[src/rtl/bit_serializer.sv]
// Parallel-to-serial converter feeding a downstream sequence detector.
// One active shift register plus a one-deep pending word for gapless streaming.
module bit_serializer #(
  parameter int WIDTH     = 16,
  parameter bit LSB_FIRST = 1'b1
) (
  input  logic             clk,
  input  logic             rst,
  input  logic [WIDTH-1:0] in_data,
  input  logic             in_valid,
  output logic             in_ready,
  input  logic             out_en,
  output logic             d_out,
  output logic             d_valid,
  output logic             word_start,
  output logic             busy
);

  localparam int CW = (WIDTH > 2) ? $clog2(WIDTH) : 1;
  localparam logic [CW-1:0] CNT_LAST = CW'(WIDTH - 1);

  typedef enum logic {
    IDLE  = 1'b0,
    SHIFT = 1'b1
  } state_t;

  state_t           state_q;
  logic [WIDTH-1:0] shreg_q;
  logic [WIDTH-1:0] shreg_d;
  logic [WIDTH-1:0] hold_q;
  logic             hold_v_q;
  logic [CW-1:0]    cnt_q;
  logic             accept;
  logic             last_bit;

  // Handshake: a word transfers on a rising edge where in_valid && in_ready.
  // in_ready depends only on the pending slot and reset, never on in_valid.
  assign in_ready = !hold_v_q && !rst;
  assign accept   = in_valid && in_ready;
  assign last_bit = (cnt_q == CNT_LAST);

  // Next shift value moves the register toward its output end by one bit.
  always_comb begin
    shreg_d = '0;
    if (LSB_FIRST) begin
      shreg_d = {1'b0, shreg_q[WIDTH-1:1]};
    end else begin
      shreg_d = {shreg_q[WIDTH-2:0], 1'b0};
    end
  end

  always_ff @(posedge clk) begin
    if (rst) begin
      state_q  <= IDLE;
      shreg_q  <= '0;
      hold_q   <= '0;
      hold_v_q <= 1'b0;
      cnt_q    <= '0;
    end else begin
      case (state_q)
        IDLE: begin
          if (accept) begin
            shreg_q <= in_data;
            cnt_q   <= '0;
            state_q <= SHIFT;
          end
        end
        SHIFT: begin
          if (out_en && last_bit) begin
            // Word completes here; chain the next one with no gap if available.
            cnt_q <= '0;
            if (hold_v_q) begin
              shreg_q  <= hold_q;
              hold_q   <= '0;
              hold_v_q <= 1'b0;
            end else if (accept) begin
              shreg_q <= in_data;
            end else begin
              shreg_q <= '0;
              state_q <= IDLE;
            end
          end else begin
            if (out_en) begin
              shreg_q <= shreg_d;
              cnt_q   <= cnt_q + 1'b1;
            end
            if (accept) begin
              hold_q   <= in_data;
              hold_v_q <= 1'b1;
            end
          end
        end
        default: state_q <= IDLE;
      endcase
    end
  end

  assign d_valid    = (state_q == SHIFT);
  assign d_out      = d_valid && (LSB_FIRST ? shreg_q[0] : shreg_q[WIDTH-1]);
  assign word_start = d_valid && (cnt_q == '0);
  assign busy       = d_valid || hold_v_q;

endmodule

[config.mk]
export PLATFORM = sky130hd
export DESIGN_NAME = bit_serializer
export DESIGN_NICKNAME = d
export VERILOG_FILES = /design/src/rtl/bit_serializer.sv
export SDC_FILE = /design/constraint.sdc
export NUM_CORES = 1
export LEC_CHECK = 0
export ABC_CLOCK_PERIOD_IN_PS = 2200
export BUFFER_PORTS_ARGS = -buffer_cell sky130_fd_sc_hd__buf_2
export CAP_MARGIN = 20
export CORE_ASPECT_RATIO = 1.5
export CORE_MARGIN = 2
export CORE_UTILIZATION = 56
export CTS_CLUSTER_SIZE = 16
export DETAILED_ROUTE_END_ITERATION = 6
export PLACE_DENSITY = 0.78
export SLEW_MARGIN = 0
export SYNTH_ARGS = -nofsm -noshare
export SYNTH_HDL_FRONTEND = slang
export SYNTH_SLANG_ARGS = --single-unit
[constraint.sdc]
create_clock -name clk -period 2.2 [get_ports clk]
set_input_delay 0.44 -clock clk [delete_from_list [all_inputs] [get_ports clk]]
set_output_delay 0.44 -clock clk [all_outputs]
set_load 0.05 [all_outputs]
==> results of run 1 <==
==> where the power goes <==
| group | leakage (uW) | internal (uW) | switching [uW] |
|---|---|---|---|
| Clock | 0.0000472 | 252 | 247 |
| Sequential | 0.000311 | 734 | 28.1 |
| Combinational | 0.000507 | 105 | 160 |
| Total | 0.000865 | 1090 | 436 |
==> layer usage <==
| layer | vias up | GRT usage, % |
|---|---|---|
| met5 | - | 0 |
| met4 | 0 | 9.65 |
| met3 | 11 | 5.95 |
| met2 | 59 | 44.0 |
| met1 | 798 | 27.5 |
| li1 | 813 | - |
==> worst reg2reg max path: cells and delay by family, from the launching register on <==
kind | cells | cell delay, ns
AOI/OAI and AO/OA | 2 | 0.57
adders and majority gates | 1 | 0.24
and+or+nand+nor | 1 | 0.14
DFF | 1 | 0.40
muxes | 1 | 0.14
buffers and inverters | 1 | 0.27
==> state kept, by name, summed over array words and instances (netlist names) <==
register and cells:
hold_q 16, shreg_q 16, d_valid 1, cnt_q 4
hold_v_q 1
==> kinds of logic after synthesis <==
family	after synthesis
AO/OA/AOI/OAI	72
XOR/XNOR	1
adder cells (fa/ha/maj)	2
buffers and inverters	21
flip-flops	38
multiplexers	1
AND/OR/NAND/NOR	77
==> per-stage QoR <==
step                      util (%)  setup slack [ns]  instances  cell area [um^2]
after detailed placement      63.1            0.0308        265              2010
after floorplan                  -             0.252        212              1900
final                         66.3             0.393        274              2120
after global placement        63.1             0.142        265              2010
after global routing          66.3             0.268        274              2120
after CTS                     66.1            0.0234        273              2110
==> worst paths after layout <==
path,startpoint,end,slack (ns),cells past startpoint
worst max-delay path,cnt_q[0],hold_q[7],0.39,6
worst min-delay path,in_data[11],hold_q[11],0.39,2
worst max register to register,cnt_q[0],hold_q[7],0.39,6
worst min register to register,hold_q[2],hold_q[2],0.49,2
==> placed cells by master, fill, tap and decap left out, types with 4 or more instances in the layout <==
master,instances
nor2_1,37
a21oi_1,21
a22o_1,15
a22oi_1,16
clkbuf_8,6
buf_2,24
nor3_1,7
dfxtp_1,38
buf_4,8
o22a_1,15
nand2_1,4
nor3_2,11
==> layout make-up <==
class / instances / area, um^2
fillers: 277 / 1070
clock inverters: 2 / 12.5
inverters: 3 / 11.3
clock buffers: 6 / 82.6
repair buffers: 32 / 180
multi-input cells: 153 / 1020
flip-flops and latches: 38 / 761
well taps: 40 / 50.0
==> out/qor.yml, run 1 <==
synthesis:
  yosysMostFrequentCell: "dfxtp_1"
  post_synth_num_cell_types: 35
  synthXorXnorAreaFrac_pct: 0.463
  synth_area_per_cell_um2: 8.92
  synth-seq-area-share_pct: 40.2
  synth_fa_ha_area_share_pct: 1.32
  async_flop_share_pct: 0
  synthMuxAreaShare_pct: 0.529
  synth_top_family_by_area: "compound AO/OA/AOI/OAI gates"
  ys_ff_latch: 38
  synth_area_mm2: 0.00189
  synth_edf_count: 0
  syn_nets: 234
  yosys.area.top_type_share_pct: 40.2
  ys.warnings.count: 0
  synth_top_area_cell: "dfxtp_1"
  synth.top_cells.by_count: "38 x dfxtp_1, 37 x nor2_1, 21 x a21oi_1, 16 x a22oi_1"
  synth_cells: 212
  synth_area_leaders: "dfxtp_1 40%, nor2_1 7.3%, a22o_1 6.9%"
  synth_flop_cell: "dfxtp_1"
  synth-compound-area-share_pct: 27.6
  synthSimpleGateAreaFrac_pct: 23.6
timing:
  timing.final.hold_violations: 0
  period_needed_ns: 1.81
  max_slew_margin_pct: 57.7
  setup_viol: 0
  drv_slew: 0
  tns_ns: 0
  rsz0062_at_grt: "no"
  fin_skew_ns: 0.00982
  finalCritPeriodShare_pct: 82.2
  worst_slew_pin_slew_ns: 0.635
  max_freq_mhz: 553
  hold_ws_ns: 0.386
power:
  vdd_ir_drop_max_v: 0.000553
  p_leak_uw: 0.000865
  power_uw: 1530
  cellPowerDensity_mw_per_mm2: 722
setup_path:
  required_ns: 2.43
  cp_cell_sequence: "ha_1, nand4_2, mux2i_1, a21oi_1, buf_4, a22o_1"
  crit_family: "compound AO/OA/AOI/OAI gates"
  critPathBufInv: 1
  crit_slowest_cell: "a21oi_1"
  path_class: "reg -> reg"
  critPathLaunchType: "flip-flop"
  worstPathMaxFanout: 10
  worstPathArrival_ns: 2.04
  slowest_delay_ns: 0.42
  endpoint_kind: "flip-flop"
global_route:
  antenna_found_initial: 0
  grt_pass1_wl_um: 7190
  grt_pass1_vias: 1657
  grt_max_degree: 24
  overflow: 0
  track_usage_pct: 24.5
placed_design:
  hpwl_um: 2740
  port-buffer-count: 24
  globalplace.congestion: 0.753
final_layout:
  layout-drive-gt1-share_pct: 25.2
  n_antenna_cell: 0
  area_delta_synth_final_pct: 11.8
  fin_nets: 255
cts:
  clock_sinks: 38
  cts_tree: "done"
  htreeDepth: 2
  postCtsSetupRepairBufs: 0
  cts_buffers: 5
  cts_buffer_depth: 2
  path_clk_slew_ns: 0.08
  clk_latency_ns: 0.29
  cts-resized-gates: 0
  cts_hold_buffers: 0
  ctsRootBufferMaster: "clkbuf_8"
floorplan:
  placementRows: 25
  dieHeight_um: 75.2
  dieArea_mm2: 0.00387
  io_pins: 25
  coreArea_mm2: 0.00319
  chipWidth_um: 51.5
  start_util_pct: 59.3
drt:
  avgViaCountPerCell: 6.14
  drtAntennaViolNets: 0
  wl_per_cell_um: 15.3
  wl_um: 4190
  dr_wl_met3_um: 275
  wl_met2_um: 2180
  wl_met1_um: 1670
  firstDrtPassIters: 4
  drc: 0
  drt_iter0_markers: 84
  vias: 1681
  highest_layer: "met4"
status:
  outcome: "complete, no violations"
flow_run:
  drv_cap: 0
hold_path:
  min_path_type: "in -> reg"
Power figures use the tool's default switching activity.
==> run 2: changes to the inputs <==
- ABC_AREA: unset -> 1
- ABC_CLOCK_PERIOD_IN_PS: 2200 -> 1600
- CORE_UTILIZATION: 56 -> 53
- PLACE_DENSITY: 0.78 -> 0.76
- clock period: 2.2 -> 1.6 ns (I/O delays scaled with it)
==> run 2 against run 1 <==
  * Clock skew down 0.0033 ns
  * Final cell count up 66%
  * First-iteration DRC count up 11%
  * Synthesized cell count up 79%
  * Worst setup slack worse by 0.37 ns
  * Worst hold slack worse by 0.017 ns
  * Cell area up 25%
  * Register-to-register slack worse by 0.28 ns
  * Wire length up 25%
  * Sequential power up 40%
==> out/qor.yml, run 2 <==
setup_path:
  r2r-end: "hold_q[5]"
  reg2reg_setup_slack_ns: 0.11
  endpoint_kind: "output port"
  critPathLaunchType: "flip-flop"
  path_class: "reg -> out"
  required_ns: 1.28
  r2r_start: "cnt_q[0]"
  worstPathMaxFanout: 3
  rr_worst_depth: 8
  worstPathArrival_ns: 1.26
timing:
  rsz0062_at_grt: "yes"
  timing.final.hold_violations: 0
  finalCritPeriodShare_pct: 98.9
  tns_ns: 0
  setup_viol: 0
  period_needed_ns: 1.58
  fin_skew_ns: 0.00650
  max_freq_mhz: 632
  worst_slew_pin_slew_ns: 0.337
  drv_slew: 0
  fin_ws_ns: 0.0182
  max_slew_margin_pct: 77.5
drt:
  drc: 0
  firstDrtPassIters: 4
  wl_um: 5220
  drt_iter0_markers: 93
  drtAntennaViolNets: 0
  wl_per_cell_um: 11.5
  avgViaCountPerCell: 4.99
  vias: 2265
synthesis:
  post_synth_num_cell_types: 22
  synth_area_mm2: 0.00227
  synth.top_cells.by_count: "172 x nand2_1, 48 x nor2_1, 38 x dfxtp_1, 34 x nand3_1, 26 x inv_1"
  yosys.area.top_type_share_pct: 33.6
  synth_area_per_cell_um2: 5.98
  syn_nets: 401
  ys.warnings.count: 0
  synthXorXnorAreaFrac_pct: 0
  synth_cells: 379
  synth-compound-area-share_pct: 5.91
  synthMuxAreaShare_pct: 0
  synth_top_area_cell: "dfxtp_1"
  synth_fa_ha_area_share_pct: 1.10
  synth_flop_cell: "dfxtp_1"
  synthSimpleGateAreaFrac_pct: 49.8
  yosysMostFrequentCell: "nand2_1"
  synth_area_leaders: "dfxtp_1 34%, nand2_1 28%, nor2_1 8.0%"
  async_flop_share_pct: 0
  ys_ff_latch: 38
  synth-seq-area-share_pct: 33.6
  synth_top_family_by_area: "simple AND/OR/NAND/NOR gates"
  synth_edf_count: 0
hold_path:
  worstHoldStart: "in_data[4]"
  min_path_cells: 5
  hold_path_end: "shreg_q[4]"
  min_path_type: "in -> reg"
cts:
  cts_buffer_depth: 2
  cts_hold_buffers: 0
  cts_buffers: 5
  cts_tree: "done"
  htreeDepth: 2
  clk_latency_ns: 0.30
  path_clk_slew_ns: 0.08
  clock_sinks: 38
  ctsRootBufferMaster: "clkbuf_8"
placed_design:
  detailedPlace.worstSlack_ns: 0.0182
  port-buffer-count: 24
  globalplace.congestion: 0.806
  hpwl_um: 3750
floorplan:
  io_pins: 25
  dieHeight_um: 84.1
  dieArea_mm2: 0.00482
  chipWidth_um: 57.4
  placementRows: 29
  coreArea_mm2: 0.00417
  start_util_pct: 54.3
final_layout:
  top_regs: "hold_q x16, shreg_q x16, cnt_q x4"
  final_cell_mix: "169 x nand2_1, 47 x nor2_1, 34 x nand3_1, 34 x dfxtp_1, 23 x inv_1"
  layout-drive-gt1-share_pct: 17.6
  fill_cells: 413
  area_delta_synth_final_pct: 16.5
  n_antenna_cell: 0
  fin_nets: 429
  multi_input_comb_area_mm2: 0.00133
  final_common_cell: "nand2_1"
  register_area_um2: 766
global_route:
  grt_pass1_vias: 2012
  overflow: 0
  grt_max_degree: 37
  grt_pass1_wl_um: 9110
  track_usage_pct: 23.3
  antenna_found_initial: 0
power:
  vdd_ir_drop_max_v: 0.000795
  cellPowerDensity_mw_per_mm2: 886
  p_leak_uw: 0.00135
status:
  outcome: "complete, no violations"
flow_run:
  drv_cap: 0
-- run 2: metal layers --
| metal | vias to the layer above | wire length (um) | share of wire [%] | track usage, % |
|---|---|---|---|---|
| met2 | 47 | 2520 | 48 | 37.9 |
| li1 | 1219 | - | - | - |
| met3 | 6 | 195 | 3.7 | 4.81 |
| met1 | 993 | 2450 | 47 | 30.3 |
| met5 | - | 0 | 0 | 0 |
| met4 | 0 | 63 | 1.2 | 7.40 |
-- run 2: worst max-delay path: stages, from the launching register on --
cell,delay [ns]
dfxtp_2,0.34
inv_2,0.07
ha_4,0.14
nand2_4,0.05
nor3_4,0.18
buf_6,0.18
-- run 2: area by class of cell --
| type | count | area share [%] |
|---|---|---|
| Sequential cell | 38 | 29.0 |
| Multi-Input combinational cell | 294 | 50.5 |
| Timing Repair Buffer | 41 | 10.9 |
| Clock inverter | 2 | 0.474 |
| Tap cell | 46 | 2.18 |
| Clock buffer | 6 | 3.13 |
| Inverter | 27 | 3.84 |
-- run 2: metrics by stage --
step | power (uW) | hold WS, ns | instance area, um^2 | std cells | utilization, %
2_1_floorplan | 1490 | 0.454 | 2280 | 379 | -
3_3_place_gp | 1620 | 0.468 | 2460 | 443 | 59.0
3_5_place_dp | 1630 | 0.479 | 2460 | 443 | 59.0
4_1_cts | 2340 | 0.363 | 2570 | 451 | 61.6
5_1_grt | 2470 | 0.381 | 2640 | 454 | 63.2
6_report | 2340 | 0.369 | 2640 | 454 | 63.2
-- run 2: kinds of logic (layout without fill, tap and decap cells) --
| logic type | count (synthesis) | count (layout) |
|---|---|---|
| buffers and inverters | 47 | 76 |
| AOI/OAI and AO/OA | 26 | 26 |
| and+or+nand+nor | 266 | 266 |
| adders and majority gates | 2 | 2 |
| DFF | 38 | 38 |
-- run 2: repair_timing --
| action | in CTS | in global routing |
|---|---|---|
| pin swaps | 0 | 3 |
| setup endpoints to repair | 4 | 34 |
| setup buffers | 0 | 3 |
| resized for setup | 5 | 13 |
-- run 2: worst max-delay path by stage --
stage | from | to | slack [ns] | depth (start not counted)
floorplan | d_valid | busy | 0.09 | 4
finish | cnt_q[1] | word_start | 0.02 | 5
global placement | cnt_q[0] | shreg_q[1] | 0.06 | 8
global route | cnt_q[1] | word_start | -0.04 | 5
CTS | cnt_q[0] | word_start | 0.01 | 5
detailed placement | cnt_q[0] | shreg_q[1] | 0.02 | 8
-- run 2: report_power, final --
part           switching (uW)  total [uW]  internal [uW]
Combinational             357         562            205
Clock                     356         702            346
Sequential               49.9        1070           1020
==> run 3: changes to the inputs <==
- PLACE_DENSITY: 0.76 -> 0.77
==> run 3 against run 2 <==
  * Via count shrank 0.26%
  * Largest cell class unchanged
  * Sequential cell count is the same
  * Cell area shrank 0.47%
  * Largest power group unchanged
==> out/qor.yml, run 3 (synthesis gave the netlist of run 2 again) <==
setup_path:
  worstPathMaxFanout: 3
  reg2reg_setup_slack_ns: 0.11
  rr_worst_depth: 10
  required_ns: 1.28
  r2r-end: "shreg_q[10]"
  r2r_start: "cnt_q[0]"
  path_class: "reg -> out"
  critPathLaunchType: "flip-flop"
  endpoint_kind: "output port"
  slowest_delay_ns: 0.33
  crit_slowest_cell: "dfxtp_1"
  cp_cell_sequence: "inv_1, ha_1, nand2_1, nor3_4, buf_6"
  worstPathArrival_ns: 1.22
  setup.worst_path.start: "cnt_q[1]"
timing:
  rsz0062_at_grt: "no"
  tns_ns: 0
  hold_ws_ns: 0.372
  max_freq_mhz: 650
  max_slew_margin_pct: 77.7
  fin_skew_ns: 0.00268
  worst_slew_pin_slew_ns: 0.334
  finalCritPeriodShare_pct: 96.1
  setup_viol: 0
  fin_ws_ns: 0.0624
  period_needed_ns: 1.54
  timing.final.hold_violations: 0
  drv_slew: 0
placed_design:
  place_area_mm2: 0.00245
  hpwl_um: 3780
  globalplace.congestion: 0.819
  port-buffer-count: 24
  detailedPlace.worstSlack_ns: 0.0114
cts:
  cts_buffers: 5
  clk_latency_ns: 0.29
  cts_buffer_depth: 2
  htreeDepth: 2
  path_clk_slew_ns: 0.07
  cts_tree: "done"
  clock_sinks: 38
  ctsRootBufferMaster: "clkbuf_8"
global_route:
  met3_usage_pct: 5.43
  grt_max_degree: 37
  track_usage_pct: 23.9
  overflow: 0
  antenna_found_initial: 0
  grt_pass1_wl_um: 9090
  grtUsageMet2_pct: 38.0
  grt_busiest_layer: "met2"
  met1_usage_pct: 31.5
  grt_pass1_vias: 2015
drt:
  drtAntennaViolNets: 0
  drt_iter0_markers: 95
  firstDrtPassIters: 4
  wl_per_cell_um: 11.7
  avgViaCountPerCell: 4.98
  drc: 0
  vias: 2259
  wl_um: 5310
hold_path:
  worstHoldStart: "in_data[4]"
  min_path_type: "in -> reg"
  hold_path_end: "shreg_q[4]"
  min_path_cells: 5
floorplan:
  dieArea_mm2: 0.00482
  chipWidth_um: 57.4
  placementRows: 29
  start_util_pct: 54.3
  io_pins: 25
  coreArea_mm2: 0.00417
  dieHeight_um: 84.1
final_layout:
  final_area_mm2: 0.00263
  fill_cells: 426
  layout-drive-gt1-share_pct: 16.7
  final_cell_mix: "170 x nand2_1, 47 x nor2_1, 35 x dfxtp_1"
  n_antenna_cell: 0
  fin_nets: 429
  area_delta_synth_final_pct: 15.9
  top_regs: "hold_q x16, shreg_q x16, cnt_q x4"
  final_util_pct: 62.9
  final_common_cell: "nand2_1"
power:
  cellPowerDensity_mw_per_mm2: 876
  vdd_ir_drop_max_v: 0.000745
  p_leak_uw: 0.00134
flow_run:
  drv_cap: 0
status:
  outcome: "complete, no violations"
==> run 3: where the power goes <==
part	internal, uW	total (uW)	switching, uW
logic	193	552	359
clock network	348	679	331
registers	1030	1070	45.4
total	1570	2300	736
==> run 3: cell type report <==
class	instances	area [um^2]	area share, %
sequential	38	764	29.1
clock inverter	1	5.00	0.191
timing repair buffer	40	272	10.3
inverter	27	101	3.86
tap	46	57.6	2.19
clock buffer	7	86.3	3.29
multi-input combinational	295	1340	51.0
==> run 3: worst max-delay path by stage <==
stage,endpoint,slack [ns],cells after the start
floorplan,busy,0.09,4
global placement,shreg_q[6],0.08,8
detailed placement,shreg_q[10],0.01,8
CTS,word_start,0.01,5
global route,word_start,0.0004,5
finish,word_start,0.06,5
==> run 3: what timing repair did <==
action                     CTS  global route
hold buffers                 0             0
pin swaps                    0             4
setup buffers                0             3
gates cloned                 0             1
setup endpoints to repair    2            35
gates resized for setup      2            10
==> run 3: layer usage <==
metal	routed length (um)	up-vias
li1	-	1221
met1	2470	991
met2	2590	41
met3	176	6
met4	74	0
met5	0	-
==> run 3: critical path, delay by kind of cell, from the launching register on <==
| family | cells | cell delay, ns |
|---|---|---|
| DFF | 1 | 0.33 |
| adders and majority gates | 1 | 0.14 |
| and+or+nand+nor | 2 | 0.21 |
| buffers and inverters | 2 | 0.25 |
==> run 3: per-stage QoR <==
step,cells,power [uW]
2_1_floorplan,379,1490
3_3_place_gp,442,1620
3_5_place_dp,442,1620
4_1_cts,450,2310
5_1_grt,454,2440
6_report,454,2300
